$ cat config.mk
export PLATFORM = sky130hd
export DESIGN_NAME = i2s_stream_ctrl
export DESIGN_NICKNAME = d
export VERILOG_FILES = /design/src/rtl/i2s_stream_ctrl.sv
export SDC_FILE = /design/constraint.sdc
export NUM_CORES = 1
export LEC_CHECK = 0
export CAP_MARGIN = 5
export CORE_MARGIN = 5
export CORE_UTILIZATION = 60
export DETAILED_ROUTE_END_ITERATION = 10
export PLACE_DENSITY = 0.8
export SYNTH_ARGS = -nofsm -noshare
export SYNTH_HDL_FRONTEND = slang
export SYNTH_SLANG_ARGS = --single-unit
$ cat constraint.sdc
create_clock -name clk_i -period 2.92 [get_ports clk_i]
set_clock_uncertainty 0.2 [all_clocks]
set_input_delay 0.876 -clock clk_i [delete_from_list [all_inputs] [get_ports clk_i]]
set_output_delay 0.876 -clock clk_i [all_outputs]
set_load 0.05 [all_outputs]
$ cat src/rtl/i2s_stream_ctrl.sv
// Stream sequencer ahead of the I2S transmitter: parses the 5-byte stream
// header, latches the audio format, holds the transmitter in reset while its
// clocks settle, forwards the announced payload into the output FIFO and then
// waits for playback to drain.
module i2s_stream_ctrl #(
  parameter int unsigned SETTLE_CYCLES = 1024,
  parameter int unsigned DRAIN_TIMEOUT = 65535
) (
  input  logic       clk_i,
  input  logic       reset_n_i,
  input  logic [7:0] in_data_i,
  input  logic       in_valid_i,
  output logic       in_ready_o,
  input  logic       abort_i,
  output logic       wr_output_FIFO_en_o,
  output logic [7:0] wr_output_FIFO_data_o,
  input  logic       wr_output_FIFO_full_i,
  input  logic       output_streaming_i,
  output logic [2:0] sample_rate_o,
  output logic [1:0] bit_depth_o,
  output logic       clk_sel_o,
  output logic       i2s_reset_o,
  output logic       busy_o,
  output logic       done_o,
  output logic       error_o,
  output logic [1:0] error_code_o
);

  localparam logic [7:0] Magic      = 8'hA5;
  localparam logic [1:0] ErrBadCfg  = 2'd1;
  localparam logic [1:0] ErrZeroLen = 2'd2;
  localparam logic [1:0] ErrDrain   = 2'd3;

  typedef enum logic [2:0] {StHunt, StCfg, StLen, StSettle, StStream, StDrain} state_e;

  state_e      state_q, state_d;
  logic [1:0]  len_idx_q, len_idx_d;
  logic [23:0] frames_q, frames_d;
  logic [2:0]  byte_idx_q, byte_idx_d;
  logic [31:0] settle_q, settle_d;
  logic [31:0] drain_q, drain_d;
  logic        seen_q, seen_d;
  logic        stream_meta_q, stream_sync_q;
  logic [2:0]  rate_q, rate_d;
  logic [1:0]  depth_q, depth_d;
  logic        clk_sel_q, clk_sel_d;
  logic        i2s_rst_q, i2s_rst_d;
  logic        done_q, done_d;
  logic        err_q, err_d;
  logic [1:0]  err_code_q, err_code_d;
  logic [2:0]  frame_last;
  logic        ready;
  logic        wr_en;
  logic [7:0]  wr_data;

  // Index of the last byte in a frame for the latched depth (DoP packs like 24-bit).
  always_comb begin
    unique case (depth_q)
      2'd0:    frame_last = 3'd3;
      2'd1:    frame_last = 3'd5;
      2'd2:    frame_last = 3'd7;
      default: frame_last = 3'd5;
    endcase
  end

  // Header parsing, payload counting, drain supervision and abort override.
  always_comb begin
    state_d    = state_q;
    len_idx_d  = len_idx_q;
    frames_d   = frames_q;
    byte_idx_d = byte_idx_q;
    settle_d   = settle_q;
    drain_d    = drain_q;
    seen_d     = seen_q;
    rate_d     = rate_q;
    depth_d    = depth_q;
    clk_sel_d  = clk_sel_q;
    done_d     = 1'b0;
    err_d      = err_q;
    err_code_d = err_code_q;
    ready      = 1'b1;
    wr_en      = 1'b0;
    wr_data    = 8'h00;

    unique case (state_q)
      StHunt: begin
        if (in_valid_i && in_data_i == Magic) state_d = StCfg;
      end
      StCfg: begin
        if (in_valid_i) begin
          // Reserved bits set or rate code 6/7.
          if (in_data_i[7:5] != 3'b000 || in_data_i[2:1] == 2'b11) begin
            err_d      = 1'b1;
            err_code_d = ErrBadCfg;
            state_d    = StHunt;
          end else begin
            rate_d    = in_data_i[2:0];
            depth_d   = in_data_i[4:3];
            clk_sel_d = in_data_i[0];
            len_idx_d = 2'd0;
            state_d   = StLen;
          end
        end
      end
      StLen: begin
        if (in_valid_i) begin
          len_idx_d = len_idx_q + 2'd1;
          unique case (len_idx_q)
            2'd0: frames_d[7:0]  = in_data_i;
            2'd1: frames_d[15:8] = in_data_i;
            default: begin
              frames_d[23:16] = in_data_i;
              if ({in_data_i, frames_q[15:0]} == 24'd0) begin
                err_d      = 1'b1;
                err_code_d = ErrZeroLen;
                state_d    = StHunt;
              end else begin
                err_d      = 1'b0;
                err_code_d = 2'd0;
                settle_d   = SETTLE_CYCLES - 1;
                state_d    = StSettle;
              end
            end
          endcase
        end
      end
      StSettle: begin
        ready = 1'b0;
        if (settle_q == 32'd0) begin
          byte_idx_d = 3'd0;
          seen_d     = 1'b0;
          state_d    = StStream;
        end else begin
          settle_d = settle_q - 32'd1;
        end
      end
      StStream: begin
        ready   = ~wr_output_FIFO_full_i;
        wr_data = in_data_i;
        if (stream_sync_q) seen_d = 1'b1;
        if (in_valid_i && ready) begin
          wr_en = 1'b1;
          if (byte_idx_q == frame_last) begin
            byte_idx_d = 3'd0;
            frames_d   = frames_q - 24'd1;
            if (frames_q == 24'd1) begin
              drain_d = 32'd0;
              state_d = StDrain;
            end
          end else begin
            byte_idx_d = byte_idx_q + 3'd1;
          end
        end
      end
      default: begin // StDrain
        ready = 1'b0;
        if (stream_sync_q) seen_d = 1'b1;
        if (seen_q && !stream_sync_q) begin
          done_d  = 1'b1;
          state_d = StHunt;
        end else if (drain_q == DRAIN_TIMEOUT - 1) begin
          err_d      = 1'b1;
          err_code_d = ErrDrain;
          state_d    = StHunt;
        end else begin
          drain_d = drain_q + 32'd1;
        end
      end
    endcase

    // Abort wins over everything, including a byte offered in the same cycle.
    if (abort_i) begin
      state_d    = StHunt;
      done_d     = 1'b0;
      wr_en      = 1'b0;
      rate_d     = rate_q;
      depth_d    = depth_q;
      clk_sel_d  = clk_sel_q;
      err_d      = err_q;
      err_code_d = err_code_q;
      if (state_q == StStream) ready = 1'b0;
    end

    i2s_rst_d = !(state_d == StStream || state_d == StDrain);
  end

  // State, counters, latched format and the streaming-flag synchronizer.
  always_ff @(posedge clk_i) begin
    if (!reset_n_i) begin
      state_q       <= StHunt;
      len_idx_q     <= 2'd0;
      frames_q      <= 24'd0;
      byte_idx_q    <= 3'd0;
      settle_q      <= 32'd0;
      drain_q       <= 32'd0;
      seen_q        <= 1'b0;
      stream_meta_q <= 1'b0;
      stream_sync_q <= 1'b0;
      rate_q        <= 3'd0;
      depth_q       <= 2'd0;
      clk_sel_q     <= 1'b0;
      i2s_rst_q     <= 1'b1;
      done_q        <= 1'b0;
      err_q         <= 1'b0;
      err_code_q    <= 2'd0;
    end else begin
      state_q       <= state_d;
      len_idx_q     <= len_idx_d;
      frames_q      <= frames_d;
      byte_idx_q    <= byte_idx_d;
      settle_q      <= settle_d;
      drain_q       <= drain_d;
      seen_q        <= seen_d;
      stream_meta_q <= output_streaming_i;
      stream_sync_q <= stream_meta_q;
      rate_q        <= rate_d;
      depth_q       <= depth_d;
      clk_sel_q     <= clk_sel_d;
      i2s_rst_q     <= i2s_rst_d;
      done_q        <= done_d;
      err_q         <= err_d;
      err_code_q    <= err_code_d;
    end
  end

  assign in_ready_o            = ready;
  assign wr_output_FIFO_en_o   = wr_en;
  assign wr_output_FIFO_data_o = wr_data;
  assign sample_rate_o         = rate_q;
  assign bit_depth_o           = depth_q;
  assign clk_sel_o             = clk_sel_q;
  assign i2s_reset_o           = i2s_rst_q;
  assign busy_o                = (state_q != StHunt);
  assign done_o                = done_q;
  assign error_o               = err_q;
  assign error_code_o          = err_code_q;

endmodule

# ---- Word-level counts from Yosys, hierarchy flattened
# Index checks and enable logic that the tools add are counted.
dict set report op_classes {
  addsub 5
  eq_ne 29
  muxes 68
  bitwise_logic 7
  n_reduce_logical 35
}
# op n
set op_table {}
lappend op_table {{32-bit 2-to-1 mux} 9}
lappend op_table {{32-bit one-hot mux with 2 select lines} 2}
lappend op_table {{24-bit 2-to-1 mux} 3}
lappend op_table {{24-bit one-hot mux with 2 select lines} 1}
lappend op_table {{3-bit 2-to-1 mux} 14}
lappend op_table {{32-bit by 1-bit adder with 32-bit output (second input constant)} 1}
lappend op_table {{32-bit by 16-bit equality test with 1-bit output (second input constant)} 1}
lappend op_table {{32-bit logical NOT} 1}
lappend op_table {{8-bit 2-to-1 mux} 4}
lappend op_table {{32-bit by 1-bit subtractor with 32-bit output (second input constant)} 1}
lappend op_table {{24-bit by 1-bit equality test with 1-bit output (second input constant)} 1}
lappend op_table {{24-bit logical NOT} 1}
lappend op_table {{2-bit 2-to-1 mux} 12}
lappend op_table {{24-bit by 1-bit subtractor with 24-bit output (second input constant)} 1}
lappend op_table {{2-bit inequality test (second input constant)} 11}
lappend op_table {{5-bit AND reduction} 4}
lappend op_table {{1-bit 2-to-1 mux} 15}
lappend op_table {{3-bit one-hot mux with 5 select lines} 1}
lappend op_table {{3-bit one-hot mux with 2 select lines} 2}
lappend op_table {{2-bit nonzero test} 5}
lappend op_table {{3-bit equality test (second input constant)} 3}
lappend op_table {{3-bit nonzero test} 3}
lappend op_table {{8-bit equality test (second input constant)} 1}
lappend op_table {{2-bit by 1-bit inequality test with 1-bit output (second input constant)} 4}
lappend op_table {{26 further kinds} 43}
dict set report totals {
  reg_bits 110
  inputBits 14
  output_inout_bits 22
  word_cells 162
}

# ---- Longest topological paths before layout
# Gate-level depths: netlist of the first run.
dict set report logic_depth {
  word_depth 10
  mapped_depth 9
  mapped_depth_nobuf 8
}

# ---- Worst setup path before layout of the first run
# Ideal clock, no wire load.
dict set report synth_path {
  path_type {input port to output port}
  startpoint {input port abort_i}
  endpoint {output port in_ready_o}
  arrival_ns 1.861
  required_time_ns 1.844
  setup_slack_ns -0.017
  stages 3
  n_path_buf 0
  path_cell_list {nor3_1 > nor2_1 > o22ai_1}
}
dict set report synth_via {
  elab_chain_cells 1
}
# element line_no
set synth_lines {}
lappend synth_lines {{start: declaration} 14} ;# input logic abort_i,
lappend synth_lines {{1-bit 2-to-1 mux} 172} ;# if (abort_i) begin
lappend synth_lines {{end: declaration} 13} ;# output logic in_ready_o,
# No other way between the ends.

# ---- Final worst setup path of the first run
dict set report layout_path {
  startpoint {input port in_data_i[4]}
  endpoint {output port wr_output_FIFO_data_o[4]}
}
dict set report layout_via {
  elab_chain_cells 1
}
# element line_no
set layout_lines {}
lappend layout_lines {{start: declaration} 11} ;# input logic [7:0] in_data_i,
lappend layout_lines {{8-bit 2-to-1 mux} 85} ;# unique case (state_q)
lappend layout_lines {{end: declaration} 16} ;# output logic [7:0] wr_output_FIFO_data_o,
# No other way between the ends.

==> results, run 1 <==
- The run finished with clean final reports.
- For this run, design rule violations remaining after detail routing come to 0.
- The clock reaches the later pin of the worst-skew pair after around 400 ps.
- The fraction of the yosys area taken by sequential cells is 35.2%.
- The leakage power summed over all cells is between 2 and 3 nW.
- Ranked by instance count, the synthesized netlist is headed by 113 x sky130_fd_sc_hd__nor2_1, 109 x sky130_fd_sc_hd__dfxtp_1, 69 x sky130_fd_sc_hd__nand2_1, 44 x sky130_fd_sc_hd__a21oi_1, 42 x sky130_fd_sc_hd__o21ai_0.
- The proportion of register bits with asynchronous set or reset after synthesis is 0%.
- The final hold violation count was 0.
- After detailed routing, the average wire length per cell comes to 17.1 µm.
- Data on the critical path is required at its endpoint by about 1800 ps.
- Data arrives at the worst endpoint at 1820 ps.
- The TritonCTS clock tree is built.
- The wire length of the first global-routing pass is about 30000 µm.
- The leading register cell type out of synthesis is sky130_fd_sc_hd__dfxtp_1.
- The post-layout minimum cycle time is 2900 ps.
- The antenna violation net count after detailed routing is 0.
- Setup repair after global routing could not meet its margin everywhere.
- The worst hold path begins at stream_meta_q.
- The aggregate negative setup slack is 0 ps.
- Summed over all layers, the routed wires come to 17200 µm.
- The clock tree root buffer cell is sky130_fd_sc_hd__clkbuf_8.
- The final core area utilization is 73.4%.
- After synthesis, the mean cell area works out to between 7 and 8 µm².
- The final setup violation count is 0.
- The initial utilization of the core area, before any placement, comes to 60.9%.
- The top fanout value on the critical path is 4.
- The clock-pin slew reported for the worst setup and hold paths after clock tree synthesis is 90 ps.
- The post-detailed-placement half-perimeter wirelength is 12700 µm.
- The cts-stage hold buffer count is 0.
- In the post-synthesis netlist, the biggest area contributors are sky130_fd_sc_hd__dfxtp_1 35%, sky130_fd_sc_hd__nor2_1 6.8%, sky130_fd_sc_hd__nand2_1 4.2%.
- The start of the worst register-to-register path is drain_q[17].
- After the last flow step, the layout net total stands at 891.
- The fraction of the cycle the final worst path needs is 99.3%.
- STA classifies the critical path startpoint as a primary input.
- The detailed-route vias per instance is 6.23.
- The count of synthesis-stage warnings from yosys is 0.
- The fraction of layout cells with a size suffix above 1 is between 15 and 20%.
- The detailed-route via count is 6286.
- The total clock buffers created by CTS is 9.
- The type of the tightest min-delay check is reg2reg.
- Routability-driven placement finished with a final weighted congestion of between 0.9 and 1.
- The worst slew margin relative to its limit is 49.3%.
- The origin of the worst setup path is in_data_i[4].
- The chip height is 112 µm.
- The floorplan step defined a die boundary enclosing 12500 µm².
- Entering global routing, the biggest net connects 33 pins.
- For this run the aggregate overflow at the end of global routing stands at 0.
- For this run, the slowest stage of the critical path takes approximately 530 ps.
- Counting both buffers and inverters, the worst setup path holds a total of 3.
- The number of max-slew violations in the final report came to 0.
- The met3 track demand over resource in global routing is 6.14%.
- Compared with the post-synthesis result, the final layout area differs by 20.5%.
- The slew at the pin closest to its max-slew limit is 757 ps.
- The die boundary width is ~110 µm.
- The via count of the first global-routing pass is 6092.
- The category of cells accounting for the largest share of critical-path delay is buffers and inverters.
- The row count is 37.
- Global routing used 28.2% of the available tracks.
- For met1 alone, demand over resource in global routing was 35.5%.
- Synthesis produced a netlist with a net count of 811.
- The worst setup path is of the in2out kind.
- During I/O placement, the number of pins put on the boundary was 36.
- Walking the worst path, the cells encountered are clkdlybuf4s50_1 > buf_6 > and2_4 > buf_12.
- The layer with the highest usage after global routing is met2.
- The worst setup path is captured at an output port.
- Yosys instantiated no cell more often than sky130_fd_sc_hd__nor2_1.
- The count of maximum capacitance violations is 0.
- The maximum clock rate is 345 MHz.
- The CTS sink count is approximately 110.
- The first detailed-routing pass ran for 4 iterations.
- The flip-flop and latch count after synthesis is 109.
- The number of antenna violations at the first check in global routing is 1.
- Synthesis produced a netlist whose cell count is 787.
- The clock passes through at most 2 buffers.
- The number of unique standard cell types used by synthesis is between 70 and 80.
- The met2 routing resource usage after global routing is 48.3%.
- Among all stages on the critical path, the largest delay is contributed by sky130_fd_sc_hd__clkdlybuf4s50_1.
- The completed layout was analyzed and its total power is 2.57 mW.
- After the first detailed-routing iteration, the DRC count stood at 693.
- The area of the placeable core is 10200 µm².
- The number of enable flip-flop cells after synthesis is 0.
- The peak supply drop is 346 µV.
- In this run the tool buffered the top-level ports with 35 buffer cells.
- The library cell with the largest summed area after synthesis is sky130_fd_sc_hd__dfxtp_1.
- CTS built an H-tree with a depth of 3.
- For this design the ratio of total power to cell area is 344 nW/µm².
- Of the post-synthesis cell area, the dominant cell type holds 35.2%.
- In this run the cell area of the synthesized design comes to 6210 µm².
-- through the flow --
step	setup slack [ps]	cells	hold slack (ps)	instance area (µm²)
2_1_floorplan	35.6	787	212	6210
6_report	19.8	1009	253	7480
4_1_cts	25.5	1008	255	7440
3_5_place_dp	-407	991	220	7240
3_3_place_gp	-332	991	228	7240
5_1_grt	-3.86	1009	280	7480
-- worst register-to-register path, cell delays in order (launching register included) --
cell and delay (ps):
sky130_fd_sc_hd__dfxtp_1 370, sky130_fd_sc_hd__or4_1 510, sky130_fd_sc_hd__or4b_4 520, sky130_fd_sc_hd__or3_1 510
sky130_fd_sc_hd__buf_4 240, sky130_fd_sc_hd__nand4_1 110, sky130_fd_sc_hd__xor2_1 160, sky130_fd_sc_hd__nor2_1 60
-- where the power goes --
| group | switching, mW | total [mW] | internal (mW) |
|---|---|---|---|
| Sequential | 0.00243 | 1.49 | 1.49 |
| Combinational | 0.0709 | 0.122 | 0.0515 |
| Clock | 0.539 | 0.961 | 0.422 |
| Total | 0.612 | 2.57 | 1.96 |
-- worst paths after layout --
path / endpoint / slack (ps) / cells past startpoint
worst min-delay path: stream_sync_q / 250 / 1
worst max-delay path: wr_output_FIFO_data_o[4] / 20 / 4
worst max register to register: drain_q[17] / 160 / 7
worst min register to register: stream_sync_q / 250 / 1
-- placed cells by master (no fill, tap or decap), types with 9 or more instances in the layout --
| cell type | instances |
|---|---|
| sky130_fd_sc_hd__nor3_1 | 24 |
| sky130_fd_sc_hd__inv_1 | 16 |
| sky130_fd_sc_hd__clkdlybuf4s50_1 | 16 |
| sky130_fd_sc_hd__ha_1 | 10 |
| sky130_fd_sc_hd__a21oi_1 | 44 |
| sky130_fd_sc_hd__o21ai_0 | 41 |
| sky130_fd_sc_hd__buf_12 | 12 |
| sky130_fd_sc_hd__mux2i_1 | 9 |
| sky130_fd_sc_hd__nand3_1 | 21 |
| sky130_fd_sc_hd__and2_1 | 11 |
| sky130_fd_sc_hd__nor2_1 | 112 |
| sky130_fd_sc_hd__or3_1 | 14 |
| sky130_fd_sc_hd__buf_4 | 69 |
| sky130_fd_sc_hd__nand2_1 | 69 |
| sky130_fd_sc_hd__nor4_1 | 30 |
| sky130_fd_sc_hd__xor2_1 | 10 |
| sky130_fd_sc_hd__nand4_1 | 33 |
| sky130_fd_sc_hd__clkbuf_8 | 10 |
| sky130_fd_sc_hd__dfxtp_1 | 109 |
| sky130_fd_sc_hd__nand2b_1 | 14 |
| sky130_fd_sc_hd__xnor2_1 | 27 |
-- flip-flops by register name (all words and copies together) (netlist names), 3 cells and up --
signal	flops
frames_q	24
settle_q	32
drain_q	32
byte_idx_q	3
sample_rate_o	3
state_q	3
-- cell type report --
cell class              instances  area (µm²)
clock buffers                  11         141
flip-flops and latches        109        2180
fillers                       798        2710
inverters                      16        60.1
multi-input cells             624        3840
well taps                     136         170
repair buffers                107        1020
clock inverters                 5        58.8
diodes                          1        2.50
-- kinds of logic (layout without fill, tap and decap cells) --
logic type / count (synthesis) / count (layout) / synth area share [%]
xor gates and xnor gates: 37 / 37 / 5.22
other: 0 / 1 / 0
adders and majority gates: 10 / 10 / 2.02
buffers and inverters: 54 / 139 / 3.61
AOI/OAI and AO/OA: 157 / 157 / 16.4
DFF: 109 / 109 / 35.2
and+or+nand+nor: 411 / 411 / 36.2
muxes: 9 / 9 / 1.45
-- routing by layer --
metal / vias up / routed length, µm
met1: 2976 / 7520
met4: 0 / 348
met3: 33 / 993
li1: 3042 / -
met2: 235 / 8360
met5: - / 0
-- what timing repair did --
action / CTS / global route
resized for setup: 9 / 9
buffers inserted: 1 / 0
pin swaps: 2 / 0
setup endpoints to repair: 7 / 6
cloned: 0 / 0
(Power assumes the default switching activity.)
==> run 2: changes to the inputs <==
--- a/config.mk
+++ b/config.mk
@@ -8,6 +8,7 @@
 export CAP_MARGIN = 5
 export CORE_MARGIN = 5
 export CORE_UTILIZATION = 60
+export CTS_CLUSTER_DIAMETER = 100
 export DETAILED_ROUTE_END_ITERATION = 10
 export PLACE_DENSITY = 0.8
 export SYNTH_ARGS = -nofsm -noshare
==> results of run 2 <==
Final layout, timing and power as in run 1 (identical DEF).
